<file path="src/rtl/pipe_hazard_ctrl_pkg.sv">
// Shared encodings for the pipeline hazard controller: EX forwarding selects
// and the MDU busy-tracker state encoding.
package pipe_hazard_ctrl_pkg;

    localparam logic [1:0] FWD_RF  = 2'b00;
    localparam logic [1:0] FWD_WB  = 2'b01;
    localparam logic [1:0] FWD_MEM = 2'b10;

    typedef enum logic {
        ST_RUN  = 1'b0,
        ST_WAIT = 1'b1
    } mdu_state_e;

endpackage

</file>
<file path="src/rtl/mdu_busy_ctr.sv">
// Tracks the multi-cycle mult/div unit: busy for exactly MDU_LAT cycles after
// the issue edge. A start seen while already waiting is ignored.
module mdu_busy_ctr
    import pipe_hazard_ctrl_pkg::*;
#(
    parameter int MDU_LAT = 32
) (
    input  logic clk,
    input  logic clr_n,
    input  logic start,
    output logic busy
);

    localparam int CW = (MDU_LAT > 1) ? $clog2(MDU_LAT) : 1;
    localparam logic [CW-1:0] LOAD_C = CW'(MDU_LAT - 1);
    localparam logic [CW-1:0] ONE_C  = CW'(32'd1);
    localparam logic [CW-1:0] ZERO_C = CW'(32'd0);

    mdu_state_e    state_r;
    mdu_state_e    state_nxt_s;
    logic [CW-1:0] cnt_r;
    logic [CW-1:0] cnt_nxt_s;
    logic          busy_s;

    // State and countdown registers
    always_ff @(posedge clk or negedge clr_n) begin
        if (!clr_n) begin
            state_r <= ST_RUN;
            cnt_r   <= ZERO_C;
        end else begin
            state_r <= state_nxt_s;
            cnt_r   <= cnt_nxt_s;
        end
    end

    // Next-state and countdown logic
    always_comb begin
        state_nxt_s = state_r;
        cnt_nxt_s   = cnt_r;
        case (state_r)
            ST_RUN: begin
                if (start) begin
                    state_nxt_s = ST_WAIT;
                    cnt_nxt_s   = LOAD_C;
                end else begin
                    state_nxt_s = ST_RUN;
                    cnt_nxt_s   = cnt_r;
                end
            end
            ST_WAIT: begin
                if (cnt_r == ZERO_C) begin
                    state_nxt_s = ST_RUN;
                    cnt_nxt_s   = ZERO_C;
                end else begin
                    state_nxt_s = ST_WAIT;
                    cnt_nxt_s   = cnt_r - ONE_C;
                end
            end
            default: begin
                state_nxt_s = ST_RUN;
                cnt_nxt_s   = ZERO_C;
            end
        endcase
    end

    // Busy output decode
    always_comb begin
        busy_s = 1'b0;
        if (state_r == ST_WAIT) begin
            busy_s = 1'b1;
        end else begin
            busy_s = 1'b0;
        end
    end

    assign busy = busy_s;

endmodule

</file>
<file path="src/rtl/pipe_hazard_ctrl.sv">
// Hazard controller for the 5-stage MIPS pipeline: forwarding selects,
// load-use / branch / MDU stalls, branch flush and a saturating stall counter.
module pipe_hazard_ctrl
    import pipe_hazard_ctrl_pkg::*;
#(
    parameter int REG_W   = 5,
    parameter int MDU_LAT = 32,
    parameter int CNT_W   = 32
) (
    input  logic             clk,
    input  logic             clr_n,
    input  logic [REG_W-1:0] rs_d,
    input  logic [REG_W-1:0] rt_d,
    input  logic [REG_W-1:0] rs_e,
    input  logic [REG_W-1:0] rt_e,
    input  logic [REG_W-1:0] wreg_e,
    input  logic [REG_W-1:0] wreg_m,
    input  logic [REG_W-1:0] wreg_w,
    input  logic             regwrite_e,
    input  logic             regwrite_m,
    input  logic             regwrite_w,
    input  logic             memtoreg_e,
    input  logic             memtoreg_m,
    input  logic             branch_d,
    input  logic             taken_d,
    input  logic             mdu_start_e,
    input  logic             mdu_use_d,
    output logic             stall_f,
    output logic             stall_d,
    output logic             flush_d,
    output logic             flush_e,
    output logic [1:0]       fwd_a_e,
    output logic [1:0]       fwd_b_e,
    output logic             fwd_a_d,
    output logic             fwd_b_d,
    output logic             mdu_busy,
    output logic [CNT_W-1:0] stall_cnt
);

    localparam logic [REG_W-1:0] R0_C    = {REG_W{1'b0}};
    localparam logic [CNT_W-1:0] SAT_C   = {CNT_W{1'b1}};
    localparam logic [CNT_W-1:0] CZERO_C = {CNT_W{1'b0}};
    localparam logic [CNT_W-1:0] CONE_C  = CNT_W'(32'd1);

    // Register r is produced by a stage that writes a nonzero destination equal to r.
    function automatic logic reg_match(input logic we, input logic [REG_W-1:0] wr,
                                       input logic [REG_W-1:0] r);
        return we && (wr != R0_C) && (wr == r);
    endfunction

    logic             mdu_busy_s;
    logic             lwstall_s;
    logic             brstall_s;
    logic             mdustall_s;
    logic             stall_s;
    logic [1:0]       fwd_a_s;
    logic [1:0]       fwd_b_s;
    logic [CNT_W-1:0] stall_cnt_r;

    mdu_busy_ctr #(
        .MDU_LAT (MDU_LAT)
    ) u_mdu (
        .clk   (clk),
        .clr_n (clr_n),
        .start (mdu_start_e),
        .busy  (mdu_busy_s)
    );

    // EX forwarding selects; the younger MEM result wins over WB
    always_comb begin
        fwd_a_s = FWD_RF;
        fwd_b_s = FWD_RF;
        if (reg_match(regwrite_m, wreg_m, rs_e)) begin
            fwd_a_s = FWD_MEM;
        end else if (reg_match(regwrite_w, wreg_w, rs_e)) begin
            fwd_a_s = FWD_WB;
        end else begin
            fwd_a_s = FWD_RF;
        end
        if (reg_match(regwrite_m, wreg_m, rt_e)) begin
            fwd_b_s = FWD_MEM;
        end else if (reg_match(regwrite_w, wreg_w, rt_e)) begin
            fwd_b_s = FWD_WB;
        end else begin
            fwd_b_s = FWD_RF;
        end
    end

    // Stall sources: load-use, ID-stage branch compare, MDU result not ready
    always_comb begin
        lwstall_s  = memtoreg_e && (wreg_e != R0_C) && ((wreg_e == rs_d) || (wreg_e == rt_d));
        brstall_s  = branch_d &&
                     ((reg_match(regwrite_e, wreg_e, rs_d) || reg_match(regwrite_e, wreg_e, rt_d)) ||
                      (memtoreg_m && (reg_match(regwrite_m, wreg_m, rs_d) ||
                                      reg_match(regwrite_m, wreg_m, rt_d))));
        mdustall_s = mdu_use_d && (mdu_busy_s || mdu_start_e);
        stall_s    = lwstall_s || brstall_s || mdustall_s;
    end

    // Output drive; everything reads zero while reset is held
    always_comb begin
        if (clr_n) begin
            stall_f = stall_s;
            stall_d = stall_s;
            flush_e = stall_s;
            flush_d = taken_d && !stall_s;
            fwd_a_e = fwd_a_s;
            fwd_b_e = fwd_b_s;
            fwd_a_d = reg_match(regwrite_m, wreg_m, rs_d);
            fwd_b_d = reg_match(regwrite_m, wreg_m, rt_d);
        end else begin
            stall_f = 1'b0;
            stall_d = 1'b0;
            flush_e = 1'b0;
            flush_d = 1'b0;
            fwd_a_e = FWD_RF;
            fwd_b_e = FWD_RF;
            fwd_a_d = 1'b0;
            fwd_b_d = 1'b0;
        end
    end

    // Saturating stall-cycle counter
    always_ff @(posedge clk or negedge clr_n) begin
        if (!clr_n) begin
            stall_cnt_r <= CZERO_C;
        end else if (stall_s && (stall_cnt_r != SAT_C)) begin
            stall_cnt_r <= stall_cnt_r + CONE_C;
        end else begin
            stall_cnt_r <= stall_cnt_r;
        end
    end

    assign mdu_busy  = mdu_busy_s;
    assign stall_cnt = stall_cnt_r;

endmodule

</file>
<file path="config.mk">
export PLATFORM = sky130hd
export DESIGN_NAME = pipe_hazard_ctrl
export DESIGN_NICKNAME = d
export VERILOG_FILES = /design/src/rtl/pipe_hazard_ctrl_pkg.sv /design/src/rtl/mdu_busy_ctr.sv /design/src/rtl/pipe_hazard_ctrl.sv
export SDC_FILE = /design/constraint.sdc
export NUM_CORES = 1
export LEC_CHECK = 0
export CORE_ASPECT_RATIO = 0.6
export CORE_MARGIN = 2
export CORE_UTILIZATION = 45
export DETAILED_ROUTE_END_ITERATION = 8
export MAX_ROUTING_LAYER = met4
export PLACE_DENSITY = 0.91
export SLEW_MARGIN = 40
export SYNTH_ARGS = -nofsm -noshare
export SYNTH_HDL_FRONTEND = slang
export SYNTH_SLANG_ARGS = --single-unit
export TNS_END_PERCENT = 100
</file>
<file path="constraint.sdc">
create_clock -name clk -period 3.9 [get_ports clk]
set_clock_uncertainty 0.05 [all_clocks]
set_input_delay 0.78 -clock clk [delete_from_list [all_inputs] [get_ports clk]]
set_output_delay 0.78 -clock clk [all_outputs]
set_load 0.01 [all_outputs]
</file>
==> results of run 1 <==
-- kinds of logic after synthesis --
| kind of cell | share of synthesized area [%] |
|---|---|
| buf+inv | 4.60 |
| mux | 1.84 |
| simple gates | 24.0 |
| fa+ha+maj | 1.02 |
| flops | 38.9 |
| xor+xnor | 25.1 |
| compound gates | 4.55 |
-- through the flow --
stage / setup slack [ns] / util (%) / power [W]
final: 0.292 / 69.7 / 0.00141
after detailed placement: 0.0108 / 66.1 / 0.00100
after floorplan: 0.545 / - / 0.000784
after CTS: 0.00770 / 68.9 / 0.00142
after global routing: 0.198 / 69.7 / 0.00149
after global placement: 0.0168 / 66.1 / 0.000985
-- cells in the mapped netlist --
cell and instances:
mux2_2 2, nor4_4 1, o21a_1 1, or4_1 5, nand4_1 9, o21ai_0 3, o21ai_2 1, nor2_1 24
nor3b_1 1, nand2b_1 1, ha_1 2, clkbuf_1 4, mux2_1 2, xnor2_1 27, o2111a_1 1, a211oi_1 2
o211ai_1 2, buf_6 3, a21oi_1 3, or2_1 1, a22oi_1 1, nand2_1 14, buf_2 3, dfrtp_1 38
and4_1 1, nand3_1 17, xor2_1 43, inv_1 9, nand2_2 1, buf_4 2, and3_1 6, nor3_1 17
o31ai_1 1, a221oi_1 1, nor4_1 8, and2_1 4, or3_1 2
-- registers in the layout, summed over array words and instances, names as in the netlist --
name           flops
u_mdu.state_r      1
u_mdu.cnt_r        5
stall_cnt         32
-- worst max-delay path, delay by kind of cell --
kind	cells	cell delay (ns)
simple gates	4	0.84
buf+inv	2	0.91
compound gates	1	0.24
-- power by group through the flow --
stage	combinational, W	sequential (W)	clock (W)
4_1_cts	0.000446	0.000550	0.000423
2_1_floorplan	0.000228	0.000556	0
6_report	0.000446	0.000551	0.000418
3_5_place_dp	0.000445	0.000555	0
3_3_place_gp	0.000430	0.000555	0
5_1_grt	0.000487	0.000563	0.000440
-- area by class of cell --
cell class | instances | area share, %
tap | 66 | 2.30
clock buffer | 6 | 2.30
inverter | 9 | 0.941
sequential | 38 | 26.5
clock inverter | 2 | 1.67
timing repair buffer | 99 | 27.1
multi-input combinational | 204 | 39.2
-- metal layers --
layer | track usage (%) | part of all wire, % | vias up
met5 | - | 0 | -
met4 | 5.28 | 0.81 | 0
met3 | 4.77 | 6.6 | 6
met2 | 35.1 | 43 | 66
met1 | 34.1 | 49 | 1065
li1 | - | - | 1091
-- worst paths after layout --
path | start | endpoint | slack [ns] | cells past startpoint
hold / removal | stall_cnt[12]$_DFFE_PN0P_ | stall_cnt[12]$_DFFE_PN0P_ | 0.43 | 1
setup / recovery | wreg_m[1] | fwd_b_e[1] | 0.29 | 7
hold reg to reg | stall_cnt[12]$_DFFE_PN0P_ | stall_cnt[12]$_DFFE_PN0P_ | 0.43 | 1
min in group asynchronous | clr_n | stall_cnt[25]$_DFFE_PN0P_ | 0.50 | 2
setup reg to reg | stall_cnt[0]$_DFFE_PN0P_ | stall_cnt[1]$_DFFE_PN0P_ | 1.14 | 8
max in group asynchronous | clr_n | u_mdu.cnt_r[4]$_DFFE_PN0N_ | 2.95 | 2
==> results.yml, run 1 <==
run_status:
  status: "completed"
yosys:
  synth_area_mm2: 0.00245
  seq_area_frac_synth_pct: 38.9
  syn_nets: 311
  ys_ff_latch: 38
  synth_area_per_cell_um2: 9.30
  synth_area_leader_cell: "dfrtp_1"
  syn_inst: 263
  synth_cell_type_count: 37
  synthDominantCellAreaShare_pct: 38.9
  yosys_warnings: 0
  synth.area.top_cells: "dfrtp_1, xor2_1, xnor2_1"
routing:
  routed_wl_um: 6570
  drc: 0
  wire_per_inst_um: 15.5
  drt_pass1_iterations: 4
  via_count: 2228
  vias_per_cell: 5.25
  ant_nets: 0
  initialDrtViolationCount: 166
worst_setup_path:
  crit_chain: "clkdlybuf4s50_1 > or4_1 > o21a_2 > nand4_1 > nor3_1 > and2_1 > clkdlybuf4s50_1"
  slowest_delay_ns: 0.53
  worstSetupPathType: "primary input to primary output"
  required_ns: 3.07
  arrival_ns: 2.78
  path_common_cell: "clkdlybuf4s50_1"
  crit_fanout: 5
  start_kind: "primary input"
  critPathSlowestCell: "or4_1"
  end_kind: "primary output"
floorplanning:
  fp.dieH_um: 61.1
  die_w_um: 99.2
  rows: 20
  start_util_pct: 47.5
  ioPinCount: 89
  fp.coreArea_mm2: 0.00515
  dieArea_mm2: 0.00606
clock_network:
  cts_buffer_depth: 2
  cts_made_buffers: 5
  cts_sinks: 38
  cts_tree: "built"
  clk_latency_ns: 0.30
  postCtsSetupBuffers: 0
  clock-root-buffer: "clkbuf_8"
  holdBufCountCts: 0
  cts.clk_slew.worst_paths_ns: 0.07
  ctsResizeCount: 0
  h-tree-depth: 2
run:
  drv_cap: 0
cells_and_area:
  mostFrequentLayoutCell: "clkdlybuf4s50_1"
  drive_gt1_share_pct: 8.66
  filler_cell_count: 387
  fin_area_mm2: 0.00359
  layout.cells.non_filler: 424
  seq_area_um2: 951
  multi_input_area_mm2: 0.00141
  final_cell_mix: "clkdlybuf4s50_1, xor2_1, dfrtp_1, xnor2_1, nor2_1"
  n_antenna_cell: 0
  layout-area-overhead-vs-synth_pct: 46.8
  finalNetCount: 405
timing:
  fin_crit_ns: 3.61
  tightest_slew_ns: 0.504
  slew_headroom_pct: 66.4
  setup_viol: 0
  finalCritPeriodShare_pct: 92.5
  hold_viol: 0
  fin_tns_setup_ns: 0
  rsz0062_at_grt: "no"
  fmax_mhz: 277
  finalMaxSlewViolations: 0
  fin_hold_ws_ns: 0.435
placed_design:
  dp_hpwl_um: 5220
  dp_cells: 416
  portBuffers: 88
  place_area_mm2: 0.00341
  gp_congestion: 0.950
global_route:
  gr-total-overflow: 0
  grt_pass1_vias: 2091
  grt_pass1_wl_um: 10600
  globalRouteTotalUtil_pct: 23.8
  grt_max_degree: 45
  antenna_found_initial: 0
power:
  combPwrFrac_pct: 31.5
  clkPwrFrac_pct: 29.5
  p_leak_nw: 1.59
  pwr-share-seq_pct: 38.9
  power.internal_w: 0.000988
  powerDensity_mw_per_mm2: 394
  p_sw_w: 0.000427
  ir_drop_mv: 0.351
  swShare_pct: 30.2
hold_path:
  holdCritPathClass: "flop to flop"
(Power assumes the default switching activity.)
==> run 2, diff against run 1 <==
--- a/constraint.sdc
+++ b/constraint.sdc
@@ -3,3 +3,3 @@
 set_input_delay 0.78 -clock clk [delete_from_list [all_inputs] [get_ports clk]]
 set_output_delay 0.78 -clock clk [all_outputs]
-set_load 0.01 [all_outputs]
+set_load 0.1 [all_outputs]
==> results.yml, run 2 (synthesis results as in run 1) <==
clock_network:
  cts.clk_slew.worst_paths_ns: 0.07
  cts_made_buffers: 5
  cts_sinks: 38
  holdBufCountCts: 0
  clock-root-buffer: "clkbuf_8"
  cts_tree: "built"
  ctsResizeCount: 0
  clk_latency_ns: 0.29
  h-tree-depth: 2
  cts_buffer_depth: 2
  postCtsSetupBuffers: 0
routing:
  wire_per_inst_um: 15.7
  routed_wl_um: 6590
  vias_per_cell: 5.31
  ant_nets: 0
  via_count: 2230
  initialDrtViolationCount: 133
  drc: 0
  drt_pass1_iterations: 4
worst_setup_path:
  worstSetupPathType: "primary input to primary output"
  critPathTopFamily: "simple AND/OR/NAND/NOR gates"
  end_kind: "primary output"
  slowest_delay_ns: 0.54
  crit_fanout: 5
  start_kind: "primary input"
  required_ns: 3.07
  crit_chain: "clkdlybuf4s50_1 > or4_1 > o21a_1 > o2111a_1 > or2_1 > and2_2 > buf_12"
  cp_num_buf_inv: 2
  arrival_ns: 2.90
  critPathSlowestCell: "clkdlybuf4s50_1"
cells_and_area:
  largest_reg_flops: 32
  finalNetCount: 401
  layout.cells.non_filler: 420
  drive_gt1_share_pct: 19.2
  filler_cell_count: 434
  mostFrequentLayoutCell: "clkdlybuf4s50_1"
  final_util_pct: 67.0
  n_antenna_cell: 0
  layout-area-overhead-vs-synth_pct: 41.1
  final_cell_mix: "clkdlybuf4s50_1, xor2_1, dfrtp_1, buf_2, xnor2_1"
placed_design:
  gp_congestion: 0.978
  portBuffers: 88
  dp_cells: 412
  dp_hpwl_um: 5260
floorplanning:
  ioPinCount: 89
  dieArea_mm2: 0.00606
  start_util_pct: 47.5
  fp.dieH_um: 61.1
  die_w_um: 99.2
  fp.coreArea_mm2: 0.00515
  rows: 20
run_status:
  status: "completed"
timing:
  finalMaxSlewViolations: 0
  tightest_slew_ns: 0.527
  finalCritPeriodShare_pct: 95.6
  rsz0062_at_grt: "no"
  fin_crit_ns: 3.73
  fmax_mhz: 268
  setup_viol: 0
  fin_tns_setup_ns: 0
  slew_headroom_pct: 64.8
  hold_viol: 0
hold_path:
  holdCritPathClass: "flop to flop"
global_route:
  grt_pass1_wl_um: 10800
  antenna_found_initial: 0
  globalRouteTotalUtil_pct: 24.0
  grt_pass1_vias: 2191
  grt_max_degree: 45
  gr-total-overflow: 0
power:
  powerDensity_mw_per_mm2: 474
  p_leak_nw: 1.54
  ir_drop_mv: 0.706
  p_total_w: 0.00164
run:
  drv_cap: 0
[run 2: where the power goes]
part / internal (W) / switching [W] / leakage [nW]
Clock: 0.000190 / 0.000147 / 0.0504
Combinational: 0.000211 / 0.000537 / 1.01
Sequential: 0.000468 / 0.0000847 / 0.473
[run 2: path summary, 6_finish.rpt]
kind                            slack (ns)                        end                       from  cells past startpoint
worst max-delay path                  0.17                    stall_f                  wreg_m[4]                      7
worst min-delay path                  0.43  stall_cnt[12]$_DFFE_PN0P_  stall_cnt[12]$_DFFE_PN0P_                      1
worst max register to register        1.11   stall_cnt[1]$_DFFE_PN0P_   stall_cnt[0]$_DFFE_PN0P_                      8
worst min register to register        0.43  stall_cnt[12]$_DFFE_PN0P_  stall_cnt[12]$_DFFE_PN0P_                      1
max in group asynchronous             2.92   stall_cnt[8]$_DFFE_PN0P_                      clr_n                      2
min in group asynchronous             0.51  stall_cnt[26]$_DFFE_PN0P_                      clr_n                      2
[run 2: layout make-up]
cell class,count,area [um2],area share (%)
Inverter,9,33.8,0.979
Clock inverter,3,45.0,1.30
Multi-Input combinational cell,204,1410,40.8
Timing Repair Buffer,95,863,25.0
Clock buffer,5,68.8,1.99
Sequential cell,38,951,27.5
Tap cell,66,82.6,2.39
[run 2: per-layer routing]
metal,track usage (%),vias up,part of all wire [%]
li1,-,1089,-
met1,32.7,1052,48
met2,34.9,81,43
met3,6.81,8,7.8
met4,7.83,0,1.5
met5,-,-,0
[run 2: through the flow]
step	instance area [um2]	hold slack, ns	worst slack [ns]
6_report	3450	0.432	0.170
5_1_grt	3450	0.455	0.00295
3_3_place_gp	3500	0.424	0.215
3_5_place_dp	3340	0.429	0.173
2_1_floorplan	2470	0.427	-0.456
4_1_cts	3450	0.435	0.170
